`src/rtl/instr_fetch_unit.sv`:
```
// -----------------------------------------------------------------------------
// instr_fetch_unit
// Fetch stage in front of the single-cycle MIPS datapath. It captures the
// datapath pc, reads the instruction word from a variable-latency instruction
// memory over a req/ack handshake, and presents the word on instr. It also
// drives a one-cycle enable per instruction so the datapath commits, and pc
// advances, exactly once per fetched word. A one-entry tag buffer remembers
// the last fetched address, so fetching the same pc again (for example a
// branch-to-self) skips the memory access.
//
// Ports
//   clk         in   1   single clock, all state updates on posedge
//   reset       in   1   synchronous, active-high reset
//   pc          in   32  current pc from the datapath
//   instr       out  32  fetched instruction word
//   enable      out  1   datapath commit strobe, one cycle per instruction
//   fetch_err   out  1   sticky error: misaligned pc or memory timeout
//   imem_req    out  1   read request to instruction memory
//   imem_addr   out  32  read address, stable while imem_req=1
//   imem_ack    in   1   read response valid, sampled only while imem_req=1
//   imem_rdata  in   32  instruction word, valid with imem_ack
//
// Parameters
//   TIMEOUT     maximum FETCH cycles without ack before ERROR (>=1)
//   NOP_WORD    value of instr after reset
//
// State table
//   state | meaning
//   IDLE  | check pc: misaligned -> ERROR, tag hit -> READY, miss -> FETCH
//   FETCH | imem_req high, wait for ack or timeout
//   READY | enable high for one cycle, instr valid
//   ERROR | fetch_err high, sticky until reset
// -----------------------------------------------------------------------------
module instr_fetch_unit #(
  parameter int          TIMEOUT  = 16,
  parameter logic [31:0] NOP_WORD = 32'h0000_0000
) (
  input  logic        clk,
  input  logic        reset,
  input  logic [31:0] pc,
  output logic [31:0] instr,
  output logic        enable,
  output logic        fetch_err,
  output logic        imem_req,
  output logic [31:0] imem_addr,
  input  logic        imem_ack,
  input  logic [31:0] imem_rdata
);

  localparam int CW = $clog2(TIMEOUT + 1);
  localparam logic [CW-1:0] CNT_LAST = CW'(TIMEOUT - 1);
  localparam logic [CW-1:0] CNT_MAX  = CW'(TIMEOUT);

  typedef enum logic [1:0] {
    IDLE  = 2'd0,
    FETCH = 2'd1,
    READY = 2'd2,
    ERROR = 2'd3
  } state_t;

  state_t        state_q, state_d;
  logic [31:0]   instr_q, instr_d;
  logic [31:0]   addr_q, addr_d;
  logic [31:0]   tag_q, tag_d;
  logic          tag_valid_q, tag_valid_d;
  logic [CW-1:0] count_q, count_d;
  logic          enable_q, req_q, err_q;

  // Next-state and datapath updates
  always_comb begin
    state_d     = state_q;
    instr_d     = instr_q;
    addr_d      = addr_q;
    tag_d       = tag_q;
    tag_valid_d = tag_valid_q;
    count_d     = count_q;

    unique case (state_q)
      IDLE: begin
        if (pc[1:0] != 2'b00) begin
          state_d = ERROR;
        end else if (tag_valid_q && (tag_q == pc)) begin
          // Hit: instr already holds the word for this pc
          state_d = READY;
        end else begin
          state_d = FETCH;
          addr_d  = pc;
          count_d = '0;
        end
      end

      FETCH: begin
        if (imem_ack) begin
          instr_d     = imem_rdata;
          tag_d       = addr_q;
          tag_valid_d = 1'b1;
          state_d     = READY;
        end else begin
          if (count_q != CNT_MAX) begin
            count_d = count_q + 1'b1;
          end
          if (count_q == CNT_LAST) begin
            // The buffered tag can no longer be trusted after a failed read
            tag_valid_d = 1'b0;
            state_d     = ERROR;
          end
        end
      end

      READY: begin
        state_d = IDLE;
      end

      ERROR: begin
        state_d = ERROR;
      end

      default: begin
        state_d = IDLE;
      end
    endcase
  end

  // Outputs are registered from the next state so they line up with state_q
  always_ff @(posedge clk) begin
    if (reset) begin
      state_q     <= IDLE;
      instr_q     <= NOP_WORD;
      addr_q      <= 32'h0000_0000;
      tag_q       <= 32'h0000_0000;
      tag_valid_q <= 1'b0;
      count_q     <= '0;
      enable_q    <= 1'b0;
      req_q       <= 1'b0;
      err_q       <= 1'b0;
    end else begin
      state_q     <= state_d;
      instr_q     <= instr_d;
      addr_q      <= addr_d;
      tag_q       <= tag_d;
      tag_valid_q <= tag_valid_d;
      count_q     <= count_d;
      enable_q    <= (state_d == READY);
      req_q       <= (state_d == FETCH);
      err_q       <= (state_d == ERROR);
    end
  end

  assign instr     = instr_q;
  assign enable    = enable_q;
  assign fetch_err = err_q;
  assign imem_req  = req_q;
  assign imem_addr = addr_q;

endmodule
```
`config.mk`:
```
export PLATFORM = sky130hd
export DESIGN_NAME = instr_fetch_unit
export DESIGN_NICKNAME = d
export VERILOG_FILES = /design/src/rtl/instr_fetch_unit.sv
export SDC_FILE = /design/constraint.sdc
export NUM_CORES = 1
export LEC_CHECK = 0
export CAP_MARGIN = 30
export CORE_ASPECT_RATIO = 1.1
export CORE_UTILIZATION = 51
export DETAILED_ROUTE_END_ITERATION = 10
export PLACE_DENSITY = 0.93
export SYNTH_ARGS = -nofsm -noshare
export SYNTH_HDL_FRONTEND = slang
export SYNTH_SLANG_ARGS = --single-unit
```
`constraint.sdc`:
```
create_clock -name clk -period 3.09 [get_ports clk]
set_clock_uncertainty 0.1 [all_clocks]
set_input_delay 0.618 -clock clk [delete_from_list [all_inputs] [get_ports clk]]
set_output_delay 0.618 -clock clk [all_outputs]
set_load 0.01 [all_outputs]
```
### Word level (Yosys, flattened, before mapping)

Cells that the tools add are included.

| operators by class | value |
|---|---|
| eq/ne operators | 13 |
| add/sub/neg operators | 1 |
| div/mod/pow operators | 0 |
| multiply operators | 0 |
| bitwise gates (word level) | 2 |
| shift-type cells | 0 |
| $lt $le $gt $ge | 0 |
| reduce and logical (&&, ||, !) cells | 9 |
| multiplexer cells | 12 |

Operators by type and width:

| operator | count |
|---|---|
| 32-bit == test | 1 |
| 5-bit two-way mux | 4 |
| 5-bit one-hot mux with 2 select lines | 1 |
| 2-bit == test, second input constant | 4 |
| 2-bit two-way mux | 4 |
| 2-bit inequality test, second input constant | 4 |
| 2-bit one-hot mux with 4 select lines | 1 |
| 2-bit nonzero test | 3 |
| 5-bit by 1-bit adder with 5-bit output, second input constant | 1 |
| 5-bit by 4-bit == test with 1-bit output, second input constant | 1 |
| 5-bit inequality test, second input constant | 1 |
| 5-bit AND reduction | 1 |
| 2-bit by 1-bit == test with 1-bit output, second input constant | 2 |
| 2-bit AND reduction | 2 |
| 3-bit AND reduction | 1 |
| 2-bit zero test | 1 |
| 1-bit two-way mux | 2 |
| 1-bit inverter | 2 |
| 1-bit logical AND | 1 |

| word-level totals | value |
|---|---|
| bits of input ports | 67 |
| bits in registers | 107 |
| memory bits (read-only) | 0 |
| latch bits | 0 |
| logic and storage cells | 46 |
| RAM bits | 0 |
| memories kept | 0 |
| output and inout port bits | 67 |

### Depth between registers and ports, before layout

| logic depth | value |
|---|---|
| depth after elaboration | 6 |
| mapped depth | 8 |
| depth with buffers taken out | 8 |

### Worst setup path after synthesis

No wires, ideal clock.

| timing | value |
|---|---|
| kind | input to register |
| start point | in pc[23] |
| end point | reg addr_q[10] (netlist: imem_addr[10]) |
| library setup time | 0.119 ns |
| buffers on the path | 2 |
| cell stages on the path | 8 |
| data arrival time | 2.012 ns |
| required time | 2.871 ns |
| setup slack | 0.859 ns |
| path through | xor2_1 -> nor4_1 -> nand3_1 -> nor4_4 -> nor2b_2 -> buf_6 -> buf_8 -> mux2i_1 |

| between the ends | value |
|---|---|
| word-level cells in the longest chain between the ends | 4 |

RTL lines:

| element | RTL line | RTL |
|---|---|---|
| from (decl) | 40 | `input logic [31:0] pc,` |
| 32-bit == test | 82 | `end else if (tag_valid_q && (tag_q == pc)) begin` |
| 1-bit logical AND | 82 |  |
| 1-bit inverter (no line) | - |  |
| 3-bit AND reduction (no line) | - |  |
| to (signal assigned) | 139 | `addr_q <= addr_d;` |
| to (decl) | 63 | `logic [31:0] addr_q, addr_d;` |

Every way passes these cells.
A chain may end at the register's enable or synchronous reset.

### Final worst setup path

| timing | value |
|---|---|
| start point | in pc[1] |
| end point | reg enable_q (netlist: enable) |

| between the ends | value |
|---|---|
| word-level cells in the longest chain between the ends | 6 |
| elaborated cells between the ends (all ways) | 7 |
| those cells by class | eq/ne: 2; mux: 3; reduce/logical: 2 |

RTL lines:

| element | RTL line | RTL |
|---|---|---|
| 32-bit == test | 82 |  |
| 1-bit logical AND | 82 |  |
| 2-bit two-way mux | 82 |  |
| 2-bit two-way mux * | 80 | `if (pc[1:0] != 2'b00) begin` |
| 2-bit one-hot mux with 4 select lines * | 78 | `unique case (state_q)` |
| 2-bit == test * | 143 | `enable_q <= (state_d == READY);` |
| to (signal assigned) | 143 |  |
| to (decl) | 67 | `logic enable_q, req_q, err_q;` |

Mark *: on every way between the ends. The rest lies on a longest branch, timed or not.

==> results.sh <==
export IMPL_ys_ff_latch=107
export IMPL_period_share_pct=86.7
export IMPL_ios=134
export IMPL_final_util_pct=71.9
export IMPL_synth_fa_ha_area_share_pct=0.825
export IMPL_h_tree_depth=3
export IMPL_initial_utilization_pct=53.6
export IMPL_dieArea_sq_um=9310
export IMPL_cts_setup_buffers=0
export IMPL_cts_root_buf="clkbuf_8"
export IMPL_vias=4056
export IMPL_finalSetupTns_ns=0
export IMPL_timing_rr_start="tag_q[17]"
export IMPL_clockBufferDepth=2
export IMPL_yosys_warnings=0
export IMPL_diodes=0
export IMPL_wl_per_cell_um=15.4
export IMPL_grt_antenna_before_repair=0
export IMPL_cts_resized=0
export IMPL_required_ns=3.27
export IMPL_critical_path_class="in2reg"
export IMPL_die_width_um=92.1
export IMPL_clock_latency_ns=0.37
export IMPL_drt_drc_violations_left=0
export IMPL_clkTransAtPathRegs_ns=0.11
export IMPL_max_freq_mhz=373
export IMPL_clkSinkCount=107
export IMPL_hpwl_um=8430
export IMPL_vias_per_cell=5.30
export IMPL_die_y_um=101
export IMPL_seq_area_frac_synth_pct=47.1
export IMPL_slowest_stage="nor4_4"
export IMPL_swShare_pct=27.4
export IMPL_ys_top_cells_by_area="dfxtp_1 47%, nand2_1 11%, nand2b_1 8.4%"
export IMPL_coreArea_sq_um=8500
export IMPL_rr_worst_depth=6
export IMPL_crit_fanout=7
export IMPL_report_power_total_w=0.00270
export IMPL_grt_pass1_vias=3937
export IMPL_worstSetupStartpointType="input pin"
export IMPL_grt_max_degree=71
export IMPL_worstPathArrival_ns=2.86
export IMPL_port_buffers=133
export IMPL_final_seq_area_sq_um=2140
export IMPL_switchingPower_w=0.000740
export IMPL_endpoint="enable"
export IMPL_drtIter0Drc=307
export IMPL_wl_um=11800
export IMPL_areaGrowthSynthToFinish_pct=34.2
export IMPL_place_congestion=0.775
export IMPL_synthXorXnorAreaFrac_pct=5.96
export IMPL_min_period_ns=2.68
export IMPL_cts_buffers=9
export IMPL_drive_gt1_share_pct=4.74
export IMPL_grt_ovfl_total=0
export IMPL_r2r_setup_slack_ns=0.82
export IMPL_postCtsHoldBufs=0
export IMPL_cts_tree="done"
export IMPL_status="finished, final reports clean"
export IMPL_seqPwrFrac_pct=54.4
export IMPL_p_per_area_nw_per_um2=441
export IMPL_maxCapViolCount=0
export IMPL_synth_simple_area_share_pct=25.8
export IMPL_worst_pin_slew_ns=0.580
export IMPL_cp_slowest_stage_delay_ns=0.50
export IMPL_synth_compound_area_share_pct=9.21
export IMPL_internal_power_w=0.00196
export IMPL_path_cells="clkdlybuf4s50_1 -> xor2_1 -> nor4_1 -> nand3_1 -> nor4_4 -> a21boi_0 -> nor4_1"
export IMPL_drv_slew=0
export IMPL_synth_cells=532
export IMPL_ir_drop_uv=281
export IMPL_synth_cell_types=37
export IMPL_r2r_end="enable"
export IMPL_dr_pass1_iters=4
export IMPL_synthMuxAreaShare_pct=6.60
export IMPL_synth_top_family_by_area="simple AND/OR/NAND/NOR gates"
export IMPL_finalNetCount=720
export IMPL_pwr_share_comb_pct=16.1
export IMPL_cp_common_cell="nor4_1"
export IMPL_p_leak_nw=2.18
export IMPL_yosys_area_top_type="dfxtp_1"
export IMPL_syn_nets=602
export IMPL_grt_use_total_pct=25.3
export IMPL_fill_cells=637
export IMPL_synthDominantCellAreaShare_pct=47.1
export IMPL_clockPowerShare_pct=29.5
export IMPL_synth_area_per_cell_sq_um=8.56
export IMPL_relSlewSlack_pct=61.0
export IMPL_ant_nets=0
export IMPL_startpoint="pc[1]"
export IMPL_rows=35
export IMPL_grt_first_pass_wirelength_um=18600
export IMPL_syn_area_sq_um=4550
export IMPL_finalHoldViolations=0
export IMPL_hp_class="reg2reg"
export IMPL_multi_input_area_sq_um=2210
export IMPL_end_kind="register"
export IMPL_setup_viol=0
export IMPL_worst_hold_slack_ns=0.363
export IMPL_rsz0062_at_grt="no"
worst max-delay path: cells and delay by family:
family / cells / cell delay, ns
buf+inv: 1 / 0.48
xor+xnor: 1 / 0.18
simple gates: 4 / 1.36
compound gates: 1 / 0.23
power by group through the flow:
stage	combinational (W)	clock, W	sequential, W
after global placement	0.000420	0	0.00149
after global routing	0.000467	0.000861	0.00147
after detailed placement	0.000431	0	0.00150
after floorplan	0.000193	0	0.00151
final	0.000434	0.000797	0.00147
after CTS	0.000435	0.000805	0.00147
sequential cells by signal, summed over array words and instances, names as in the netlist:
| register | flops |
|---|---|
| tag_q | 32 |
| count_q | 5 |
| state_q | 2 |
| fetch_err | 1 |
| enable | 1 |
| imem_req | 1 |
| instr | 32 |
| imem_addr | 32 |
| tag_valid_q | 1 |
kinds of logic after synthesis:
| family | after synthesis |
|---|---|
| buffers and inverters | 41 |
| DFF | 107 |
| xor gates and xnor gates | 31 |
| muxes | 30 |
| adders and majority gates | 3 |
| and+or+nand+nor | 242 |
| AOI/OAI and AO/OA | 78 |
synthesized netlist by cell type:
| library cell | count |
|---|---|
| xnor2_1 | 3 |
| inv_1 | 6 |
| ha_1 | 3 |
| nand3b_1 | 4 |
| buf_12 | 2 |
| a211oi_1 | 2 |
| a21boi_0 | 2 |
| clkbuf_1 | 24 |
| nand2_1 | 136 |
| o21ai_1 | 1 |
| o2111ai_1 | 1 |
| a311oi_1 | 1 |
| nor4_1 | 11 |
| nand3_1 | 2 |
| and3_1 | 2 |
| mux2i_1 | 30 |
| or3_1 | 1 |
| buf_6 | 1 |
| nor3_1 | 4 |
| buf_1 | 6 |
| o32ai_1 | 2 |
| nor4_4 | 1 |
| a21oi_1 | 66 |
| and2_1 | 1 |
| nor2b_2 | 1 |
| nand4_1 | 2 |
| nor2_1 | 12 |
| buf_2 | 1 |
| nor2b_1 | 1 |
| dfxtp_1 | 107 |
| a2bb2oi_1 | 1 |
| nor3b_2 | 2 |
| xor2_1 | 28 |
| buf_8 | 1 |
| nor4bb_1 | 1 |
| nand2b_1 | 61 |
| o21ai_0 | 2 |
worst min path at each step:
stage          startpoint         to  slack, ns  depth (start not counted)
2_1_floorplan   tag_q[19]  tag_q[19]       0.34                          2
3_3_place_gp    instr[31]  instr[31]       0.34                          2
3_5_place_dp    instr[23]  instr[23]       0.35                          2
4_1_cts         instr[23]  instr[23]       0.36                          2
5_1_grt          instr[8]   instr[8]       0.38                          2
6_report        instr[23]  instr[23]       0.36                          2
area by class of cell:
class,instances,area share (%)
timing repair buffer,142,23.3
inverter,6,0.369
sequential,107,35.1
clock buffer,9,2.03
tap,111,2.27
multi-input combinational,384,36.2
clock inverter,6,0.819
placed cells by master (no fill, tap or decap), types with 3 or more instances in the layout:
| cell | n |
|---|---|
| nand2_1 | 135 |
| clkdlybuf4s50_1 | 132 |
| dfxtp_1 | 107 |
| a21oi_1 | 66 |
| nand2b_1 | 61 |
| mux2i_1 | 30 |
| xor2_1 | 28 |
| nor2_1 | 12 |
| nor4_1 | 11 |
| clkbuf_8 | 9 |
| buf_4 | 8 |
| inv_1 | 6 |
| nor3_1 | 4 |
| nand3b_1 | 4 |
| xnor2_1 | 3 |
| ha_1 | 3 |
metal layers:
layer,routed length (um),up-vias,track usage (%)
met5,0,-,0
met4,240,0,10.2
met3,707,21,4.83
met2,6030,141,44.4
met1,4810,1923,30.3
li1,-,1971,-
stage by stage:
step	instance area, sq um	worst slack (ns)	cells
floorplan	4550	0.859	532
global placement	5940	0.0553	750
detailed placement	5940	-0.0182	750
CTS	6110	0.351	765
global route	6110	0.203	765
finish	6110	0.412	765
Power figures use the tool's default switching activity.
